==> src/rtl/front_panel_switch_reader_pkg.sv <==
// front_panel_pkg: shared types and constants for the Altair front-panel
// switch reader.
//   - SWITCHES_TOTAL_NUMBER / LEDS_TOTAL_NUMBER: panel geometry
//   - sw_status_t and the SW_* encodings (bit1 = up closed, bit0 = down closed)
//   - fsm_state_t: scan sequencer states
//   - decode_pair(): raw active-low contact pair -> sw_status_t
package front_panel_pkg;

  localparam int unsigned SWITCHES_TOTAL_NUMBER = 25;
  localparam int unsigned LEDS_TOTAL_NUMBER     = 36;

  typedef logic [1:0] sw_status_t;

  localparam sw_status_t SW_OFF   = 2'b00;
  localparam sw_status_t SW_DOWN  = 2'b01;
  localparam sw_status_t SW_UP    = 2'b10;
  localparam sw_status_t SW_FAULT = 2'b11;

  typedef enum logic [2:0] {
    ST_WAIT,
    ST_LOAD,
    ST_SHIFT_LO,
    ST_SHIFT_HI,
    ST_COMMIT
  } fsm_state_t;

  // Contacts pull the chain input low when closed.
  function automatic sw_status_t decode_pair(input logic up_raw, input logic dn_raw);
    return {~up_raw, ~dn_raw};
  endfunction

endpackage

==> src/rtl/front_panel_switch_reader_debounce_cell.sv <==
// switch_debounce_cell: per-switch debounce counter and hold register.
//   clk, reset : system clock, synchronous active-high reset
//   commit_i   : one-cycle strobe when cand_i holds a fresh scan result
//   cand_i     : candidate status decoded from the latest scan
//   status_o   : accepted (debounced) status
// A change is accepted on the DEBOUNCE_SCANS-th consecutive identical
// candidate that differs from status_o. A fault candidate (both contacts
// closed) holds the output and clears the count.
module switch_debounce_cell
  import front_panel_pkg::*;
#(
  parameter int unsigned DEBOUNCE_SCANS = 4
) (
  input  logic       clk,
  input  logic       reset,
  input  logic       commit_i,
  input  sw_status_t cand_i,
  output sw_status_t status_o
);

  localparam int unsigned       CNT_W    = $clog2(DEBOUNCE_SCANS + 1);
  localparam logic [CNT_W-1:0]  CNT_LAST = CNT_W'(DEBOUNCE_SCANS - 1);
  localparam logic [CNT_W-1:0]  CNT_ONE  = CNT_W'(1);

  logic [CNT_W-1:0] cnt_q, cnt_d;
  logic [CNT_W-1:0] run_cnt;
  sw_status_t       status_q, status_d;
  sw_status_t       prev_q, prev_d;

  // A candidate that differs from the last scan's candidate starts a new run.
  assign run_cnt = (cand_i != prev_q) ? '0 : cnt_q;

  always_comb begin
    cnt_d    = cnt_q;
    status_d = status_q;
    prev_d   = prev_q;
    if (commit_i) begin
      prev_d = cand_i;
      if (cand_i == SW_FAULT || cand_i == status_q) begin
        cnt_d = '0;
      end else if (run_cnt == CNT_LAST) begin
        status_d = cand_i;
        cnt_d    = '0;
      end else begin
        cnt_d = run_cnt + CNT_ONE;
      end
    end
  end

  always_ff @(posedge clk) begin
    if (reset) begin
      cnt_q    <= '0;
      status_q <= SW_OFF;
      prev_q   <= SW_OFF;
    end else begin
      cnt_q    <= cnt_d;
      status_q <= status_d;
      prev_q   <= prev_d;
    end
  end

  assign status_o = status_q;

endmodule

==> src/rtl/front_panel_switch_reader.sv <==
// front_panel_switch_reader: scans the front-panel switches through a
// 74HC165-style PISO chain and publishes a 2-bit status per switch.
//   clk, reset      : system clock, synchronous active-high reset
//   sr_load_n       : parallel-load strobe to the chain (active-low)
//   sr_clk          : shift clock to the chain
//   sr_data         : serial data from the chain's last stage (active-low contacts)
//   switches_status : per-switch status, bit1 = up closed, bit0 = down closed
//   scan_done       : one-cycle pulse, same cycle the new status is visible
// Optional build macro FRONT_PANEL_DEBOUNCE_EN adds per-switch debouncing
// (switch_debounce_cell); without it every valid scan result is copied out.
module front_panel_switch_reader
  import front_panel_pkg::*;
#(
  parameter int unsigned CLK_DIV        = 8,
  parameter int unsigned SCAN_INTERVAL  = 50000,
  parameter int unsigned SWITCH_COUNT   = SWITCHES_TOTAL_NUMBER,
  parameter int unsigned DEBOUNCE_SCANS = 4
) (
  input  logic       clk,
  input  logic       reset,
  output logic       sr_load_n,
  output logic       sr_clk,
  input  logic       sr_data,
  output sw_status_t switches_status [0:SWITCH_COUNT-1],
  output logic       scan_done
);

  if (CLK_DIV < 1 || SCAN_INTERVAL < 1 || SWITCH_COUNT < 1 || DEBOUNCE_SCANS < 1) begin : g_bad_cfg
    $error("front_panel_switch_reader: parameters must all be >= 1");
  end

  localparam int unsigned BITS  = 2 * SWITCH_COUNT;
  localparam int unsigned DIV_W = (CLK_DIV > 1) ? $clog2(CLK_DIV) : 1;
  localparam int unsigned INT_W = (SCAN_INTERVAL > 1) ? $clog2(SCAN_INTERVAL) : 1;
  localparam int unsigned BIT_W = $clog2(BITS);

  localparam logic [DIV_W-1:0] DIV_LAST = DIV_W'(CLK_DIV - 1);
  localparam logic [INT_W-1:0] INT_LAST = INT_W'(SCAN_INTERVAL - 1);
  localparam logic [BIT_W-1:0] BIT_LAST = BIT_W'(BITS - 1);

  fsm_state_t       state_q;
  logic [INT_W-1:0] int_cnt_q;
  logic [DIV_W-1:0] div_cnt_q;
  logic [BIT_W-1:0] bit_cnt_q;
  logic [BITS-1:0]  capture_q;
  logic             sr_load_n_q;
  logic             sr_clk_q;
  logic             scan_done_q;

  logic             commit;
  sw_status_t       cand   [0:SWITCH_COUNT-1];
  sw_status_t       status_q [0:SWITCH_COUNT-1];

  // Scan sequencer; the strobes are registered alongside the state so
  // they change exactly on state transitions.
  always_ff @(posedge clk) begin
    if (reset) begin
      state_q     <= ST_WAIT;
      int_cnt_q   <= '0;
      div_cnt_q   <= '0;
      bit_cnt_q   <= '0;
      sr_load_n_q <= 1'b1;
      sr_clk_q    <= 1'b0;
      scan_done_q <= 1'b0;
    end else begin
      scan_done_q <= 1'b0;
      unique case (state_q)
        ST_WAIT: begin
          if (int_cnt_q == INT_LAST) begin
            int_cnt_q   <= '0;
            sr_load_n_q <= 1'b0;
            state_q     <= ST_LOAD;
          end else begin
            int_cnt_q <= int_cnt_q + 1'b1;
          end
        end
        ST_LOAD: begin
          if (div_cnt_q == DIV_LAST) begin
            div_cnt_q   <= '0;
            sr_load_n_q <= 1'b1;
            state_q     <= ST_SHIFT_LO;
          end else begin
            div_cnt_q <= div_cnt_q + 1'b1;
          end
        end
        ST_SHIFT_LO: begin
          if (div_cnt_q == DIV_LAST) begin
            // Sample at the end of the low phase, just before the rising
            // edge advances the chain.
            div_cnt_q            <= '0;
            capture_q[bit_cnt_q] <= sr_data;
            sr_clk_q             <= 1'b1;
            state_q              <= ST_SHIFT_HI;
          end else begin
            div_cnt_q <= div_cnt_q + 1'b1;
          end
        end
        ST_SHIFT_HI: begin
          if (div_cnt_q == DIV_LAST) begin
            div_cnt_q <= '0;
            sr_clk_q  <= 1'b0;
            if (bit_cnt_q == BIT_LAST) begin
              bit_cnt_q <= '0;
              state_q   <= ST_COMMIT;
            end else begin
              bit_cnt_q <= bit_cnt_q + 1'b1;
              state_q   <= ST_SHIFT_LO;
            end
          end else begin
            div_cnt_q <= div_cnt_q + 1'b1;
          end
        end
        ST_COMMIT: begin
          scan_done_q <= 1'b1;
          state_q     <= ST_WAIT;
        end
        default: state_q <= ST_WAIT;
      endcase
    end
  end

  assign commit = (state_q == ST_COMMIT);

  always_comb begin
    for (int unsigned i = 0; i < SWITCH_COUNT; i++) begin
      cand[i] = decode_pair(capture_q[2*i], capture_q[2*i+1]);
    end
  end

`ifdef FRONT_PANEL_DEBOUNCE_EN
  for (genvar g = 0; g < SWITCH_COUNT; g++) begin : g_debounce
    switch_debounce_cell #(
      .DEBOUNCE_SCANS(DEBOUNCE_SCANS)
    ) u_cell (
      .clk      (clk),
      .reset    (reset),
      .commit_i (commit),
      .cand_i   (cand[g]),
      .status_o (status_q[g])
    );
  end
`else
  sw_status_t status_d [0:SWITCH_COUNT-1];

  always_comb begin
    status_d = status_q;
    if (commit) begin
      for (int unsigned i = 0; i < SWITCH_COUNT; i++) begin
        if (cand[i] != SW_FAULT) begin
          status_d[i] = cand[i];
        end
      end
    end
  end

  always_ff @(posedge clk) begin
    if (reset) begin
      status_q <= '{default: SW_OFF};
    end else begin
      status_q <= status_d;
    end
  end
`endif

  assign sr_load_n       = sr_load_n_q;
  assign sr_clk          = sr_clk_q;
  assign scan_done       = scan_done_q;
  assign switches_status = status_q;

endmodule

==> config.mk <==
export PLATFORM = sky130hd
export DESIGN_NAME = front_panel_switch_reader
export DESIGN_NICKNAME = d
export VERILOG_FILES = /design/src/rtl/front_panel_switch_reader_pkg.sv /design/src/rtl/front_panel_switch_reader_debounce_cell.sv /design/src/rtl/front_panel_switch_reader.sv
export SDC_FILE = /design/constraint.sdc
export NUM_CORES = 1
export LEC_CHECK = 0
export CAP_MARGIN = 0
export CORE_MARGIN = 4
export CORE_UTILIZATION = 50
export DETAILED_ROUTE_END_ITERATION = 16
export GPL_TIMING_DRIVEN = 0
export HOLD_SLACK_MARGIN = 0.05
export PLACE_DENSITY = 0.79
export SKIP_LAST_GASP = 1
export SYNTH_ARGS = -nofsm -noshare
export SYNTH_HDL_FRONTEND = slang
export SYNTH_SLANG_ARGS = --single-unit
==> constraint.sdc <==
create_clock -name clk -period 1.8 [get_ports clk]
set_input_delay 0.27 -clock clk [delete_from_list [all_inputs] [get_ports clk]]
set_output_delay 0.27 -clock clk [all_outputs]
set_load 0.01 [all_outputs]
# Word level (Yosys, flattened, before mapping)
# Index checks and enable logic that the tools add are counted.
# W data, S select, Z words.
[op_classes]
n_addsub = 3
order_cmp = 2
eq_ne = 36
n_mux = 18
bitwise = 51
reduce_logical = 35
[ops]
columns = ["op", "count"]
rows = [
  ["$ne A2 B2 Y1 const B", 29],
  ["$reduce_and A2 Y1", 26],
  ["$not A1 Y1", 51],
  ["$bwmux W50", 1],
  ["$mux W3", 6],
  ["$add A16 B1 Y16 const B", 1],
  ["$eq A16 B16 Y1 const B", 1],
  ["$mux W16", 1],
  ["$pmux W3 S4", 1],
  ["$reduce_and A3 Y1", 3],
  ["$lt A6 B7 Y1 const B", 1],
  ["$add A6 B1 Y6 const B", 1],
  ["$demux W1 S6", 1],
  ["$eq A3 B2 Y1 const B", 2],
  ["$eq A3 B3 Y1 const B", 2],
  ["$eq A6 B6 Y1 const B", 1],
  ["$ge A6 B1 Y1 const B", 1],
  ["$mux W6", 1],
  ["$mux W1", 5],
  ["$pmux W1 S2", 2],
  ["$reduce_and A4 Y1", 1],
  ["$reduce_bool A2 Y1", 2],
  ["$add A3 B1 Y3 const B", 1],
  ["$eq A3 B1 Y1 const B", 1],
  ["other kinds (3)", 3],
]
[totals]
regBits = 131
inputBits = 3
wordCells = 178

# Longest topological paths before layout
[depth]
word_depth = 5
depth_mapped = 7

# Worst setup path before layout
# Ideal clock, no wire load.
[synth_path]
kind = "flip-flop to flip-flop"
from = "register div_cnt_q[0]"
to = "register capture_q[31] (enable)"
setup_time_ps = 302
t_arrival_ps = 1653
setup_slack_ps = -155
path_stages_with_launch = 7
path_buffers = 0
synth_period_minus_slack_ps = 1955
path_cell_list = "dfxtp_1 -> ha_1 -> ha_1 -> nand3b_1 -> nor4b_1 -> nand3_1 -> nor2_1"
[synth_via]
elab_chain_len = 2
[synth_lines]
columns = ["element", "line_no", "source"]
rows = [
  ["start: declaration", "front_panel_switch_reader.sv:43", "logic [DIV_W-1:0] div_cnt_q;"],
  ["start signal: assignment", "front_panel_switch_reader.sv:83", "div_cnt_q <= div_cnt_q + 1'b1;"],
  ["start signal: assignment", "front_panel_switch_reader.sv:95", "div_cnt_q <= div_cnt_q + 1'b1;"],
  ["start signal: assignment", "front_panel_switch_reader.sv:110", "div_cnt_q <= div_cnt_q + 1'b1;"],
  ["$eq A3 B3 Y1", "front_panel_switch_reader.sv:87", "if (div_cnt_q == DIV_LAST) begin"],
  ["$reduce_and A3 Y1 (no source line)", "-", ""],
  ["end signal: indexed assignment", "front_panel_switch_reader.sv:91", "capture_q[bit_cnt_q] <= sr_data;"],
  ["end: declaration", "front_panel_switch_reader.sv:45", "logic [BITS-1:0] capture_q;"],
]
# No other way between the ends.
# A chain may end at the register's enable or synchronous reset.

# Final worst setup path
[layout_path]
from = "register div_cnt_q[1]"
to = "register capture_q[7] (enable)"
# Same word-level chain as after synthesis.

==> run metrics <==
Die W=108 um; Final Cycle Share=107%; Max Cap Viol=0; flops & latches, synth=131; asr flop ratio synth=0%; global placement routability congestion=0.832; commonest non-fill, non-tap cell in the layout=dfxtp_1; crit-path max FO=6; Cell variety after synth=45; Synth area leader=dfxtp_1; Clock Tree Root=clkbuf_8; relative slew slack=48.0%; Clock Latency Late Sink=0.53 ns; Fin. Hold Viols=0; peak supply drop=0.000492 V; EDFF count, synth=50; Ys Warns=0; failing checks=setup timing; Pwr Density=951 nW/um2; leakage power=0.00215 uW; I/O pin count=56; number of buffers inserted by hold repair at cts=0; initial antenna violation count=0; Reg power frac=47.2%; Finish-stage setup viols=53; GR Util All Layers=23.2%; Pre-Repair DR Iteration Count=5; drt initial violations=387; Sw Ratio=23.5%; DIE AREA=11700 um2; Final Cell Area=6940 um2; clock power share=50.3%; routed vias=4183; Req. time, crit path=2.04 ns; post-synthesis area per instance=10.7 um2; Slew Limit Fails=0; ys flop type=dfxtp_1; unrepaired setup endpoints after global routing=yes; Die Ht=108 um; Max Fclk=518 MHz; IO buf count=54; Final Util=71.0%; pin count of the biggest net entering global routing=51; total grt overflow=0; synth top area cells=dfxtp_1 32%, edfxtp_1 30%, a211oi_1 7.6%; critical path class=flop to flop; CTS Sinks=131; Internal=5040 uW; Std-Cell Rows=36; H-tree depth=4; CTS max path bufs=2; clk_skew=0.00744 ns; core area=9770 um2; Wirelength per Cell=19.5 um; antenna-violating nets left=0; share of layout cells above drive strength 1=28.0%; DP Area=5770 um2; Mapped Area=5030 um2; DR DRC count=0; area grow syn2layout=37.8%; syn nets=479; Sw Pwr=1550 uW; DR vias/cell=6.00; setup ws final=-0.132 ns; commonest non-fill, non-tap cells in the layout=68 x dfxtp_1, 58 x a21oi_1, 53 x clkdlybuf4s50_1; Tmin final=1.93 ns; Initial Util=51.5%; CP Launch Type=flop; Nets=559; gate count of the mapped netlist=471; Final HPWL DP=7840 um; CP arrival=2.17 ns; CTS tree=built; ant diodes=0; clk slew on worst S/H paths=0.07 ns; post-synthesis sequential area ratio=62.0%; first-pass GRT wire length=20800 um; post-synth top area share=32.2%; status=finished, violations left; Critical Path Sink Type=flop; Hold Path Class=input pin to flop; vias in the first global route=4055; worst-margin pin slew=0.778 ns; combinational power share=2.5%; CTS buffer count=17; final wirelength=13600 um
cells in the mapped netlist (2+ instances only):
master	instances
nor4_1	5
nor2b_1	3
a21oi_1	59
buf_2	5
ha_1	5
nor3_1	6
o21ai_0	4
buf_1	8
xor2_1	8
or3_1	2
nand2b_1	2
edfxtp_1	50
inv_1	5
and2_1	2
nor2_1	78
nand3b_1	5
or3b_2	3
a31oi_1	2
nand2_1	20
or4_1	3
nand3_1	11
xnor2_1	8
dfxtp_1	81
clkbuf_1	18
nand4_1	8
a211oi_1	51
kinds of logic after synthesis:
kind of cell / count (synthesis) / share of synthesized area, %
and+or+nand+nor: 159 / 15.6
buffers and inverters: 37 / 3.03
AOI/OAI and AO/OA: 123 / 15.3
DFF: 131 / 62.0
adders and majority gates: 5 / 1.24
xor gates and xnor gates: 16 / 2.78
stage by stage:
stage	power (uW)	setup WS, ns	setup TNS (ns)	instances	hold slack (ns)
floorplan	3260	-0.0240	-0.0569	471	0.369
global placement	3310	-0.337	-34.86	658	0.438
detailed placement	3310	-0.500	-47.50	658	0.444
CTS	6570	-0.151	-4.99	700	0.448
global route	6760	-0.202	-7.32	697	0.381
finish	6590	-0.132	-3.20	697	0.368
power by group through the flow:
stage               clock [uW]  combinational [uW]  sequential [uW]
floorplan                    0                92.3             3170
CTS                       3300                 156             3110
global route              3470                 182             3110
finish                    3320                 168             3110
detailed placement           0                 138             3170
global placement             0                 134             3170
repair_timing:
item / 4_1_cts / 5_1_grt
setup buffers: 10 / 4
gates resized for setup: 83 / 71
pin swaps: 22 / 20
gates cloned: 1 / 0
endpoints found under the setup margin: 117 / 122
critical path, stage by stage, from the launching register on:
cell	delay, ns
dfxtp_2	0.35
ha_4	0.14
ha_4	0.13
nand3b_1	0.18
nor4b_4	0.27
buf_6	0.18
nand3_4	0.22
nor2_2	0.17
layer usage:
layer  GRT usage, %  routed length [um]
met1           27.5                5240
met2           39.8                7050
met3           4.60                 856
met4           12.4                 447
met5              0                   0
area by class of cell:
class | count | area, um2
Buffer | 25 | 140
Clock buffer | 19 | 464
Clock inverter | 13 | 111
Fill cell | 639 | 2840
Inverter | 5 | 18.8
Multi-Input combinational cell | 303 | 2240
Sequential cell | 131 | 3150
Tap cell | 133 | 166
Timing Repair Buffer | 68 | 652
final timing paths:
check                              startpoint                  end  slack (ns)  cells past startpoint
worst max-delay path             div_cnt_q[1]         capture_q[7]       -0.13                      7
worst min-delay path                  sr_data        capture_q[29]        0.37                      1
worst max register to register   div_cnt_q[1]         capture_q[7]       -0.13                      7
worst min register to register  capture_q[20]  switches_status[29]        0.45                      1
registers in the layout (all words and copies together) (netlist names):
name and flops:
bit_cnt_q 6, scan_done 1, div_cnt_q 3, int_cnt_q 16, sr_load_n 1, capture_q 50, switches_status 50, state_q 3
sr_clk 1
No activity file was read; power rests on OpenSTA's default activity.
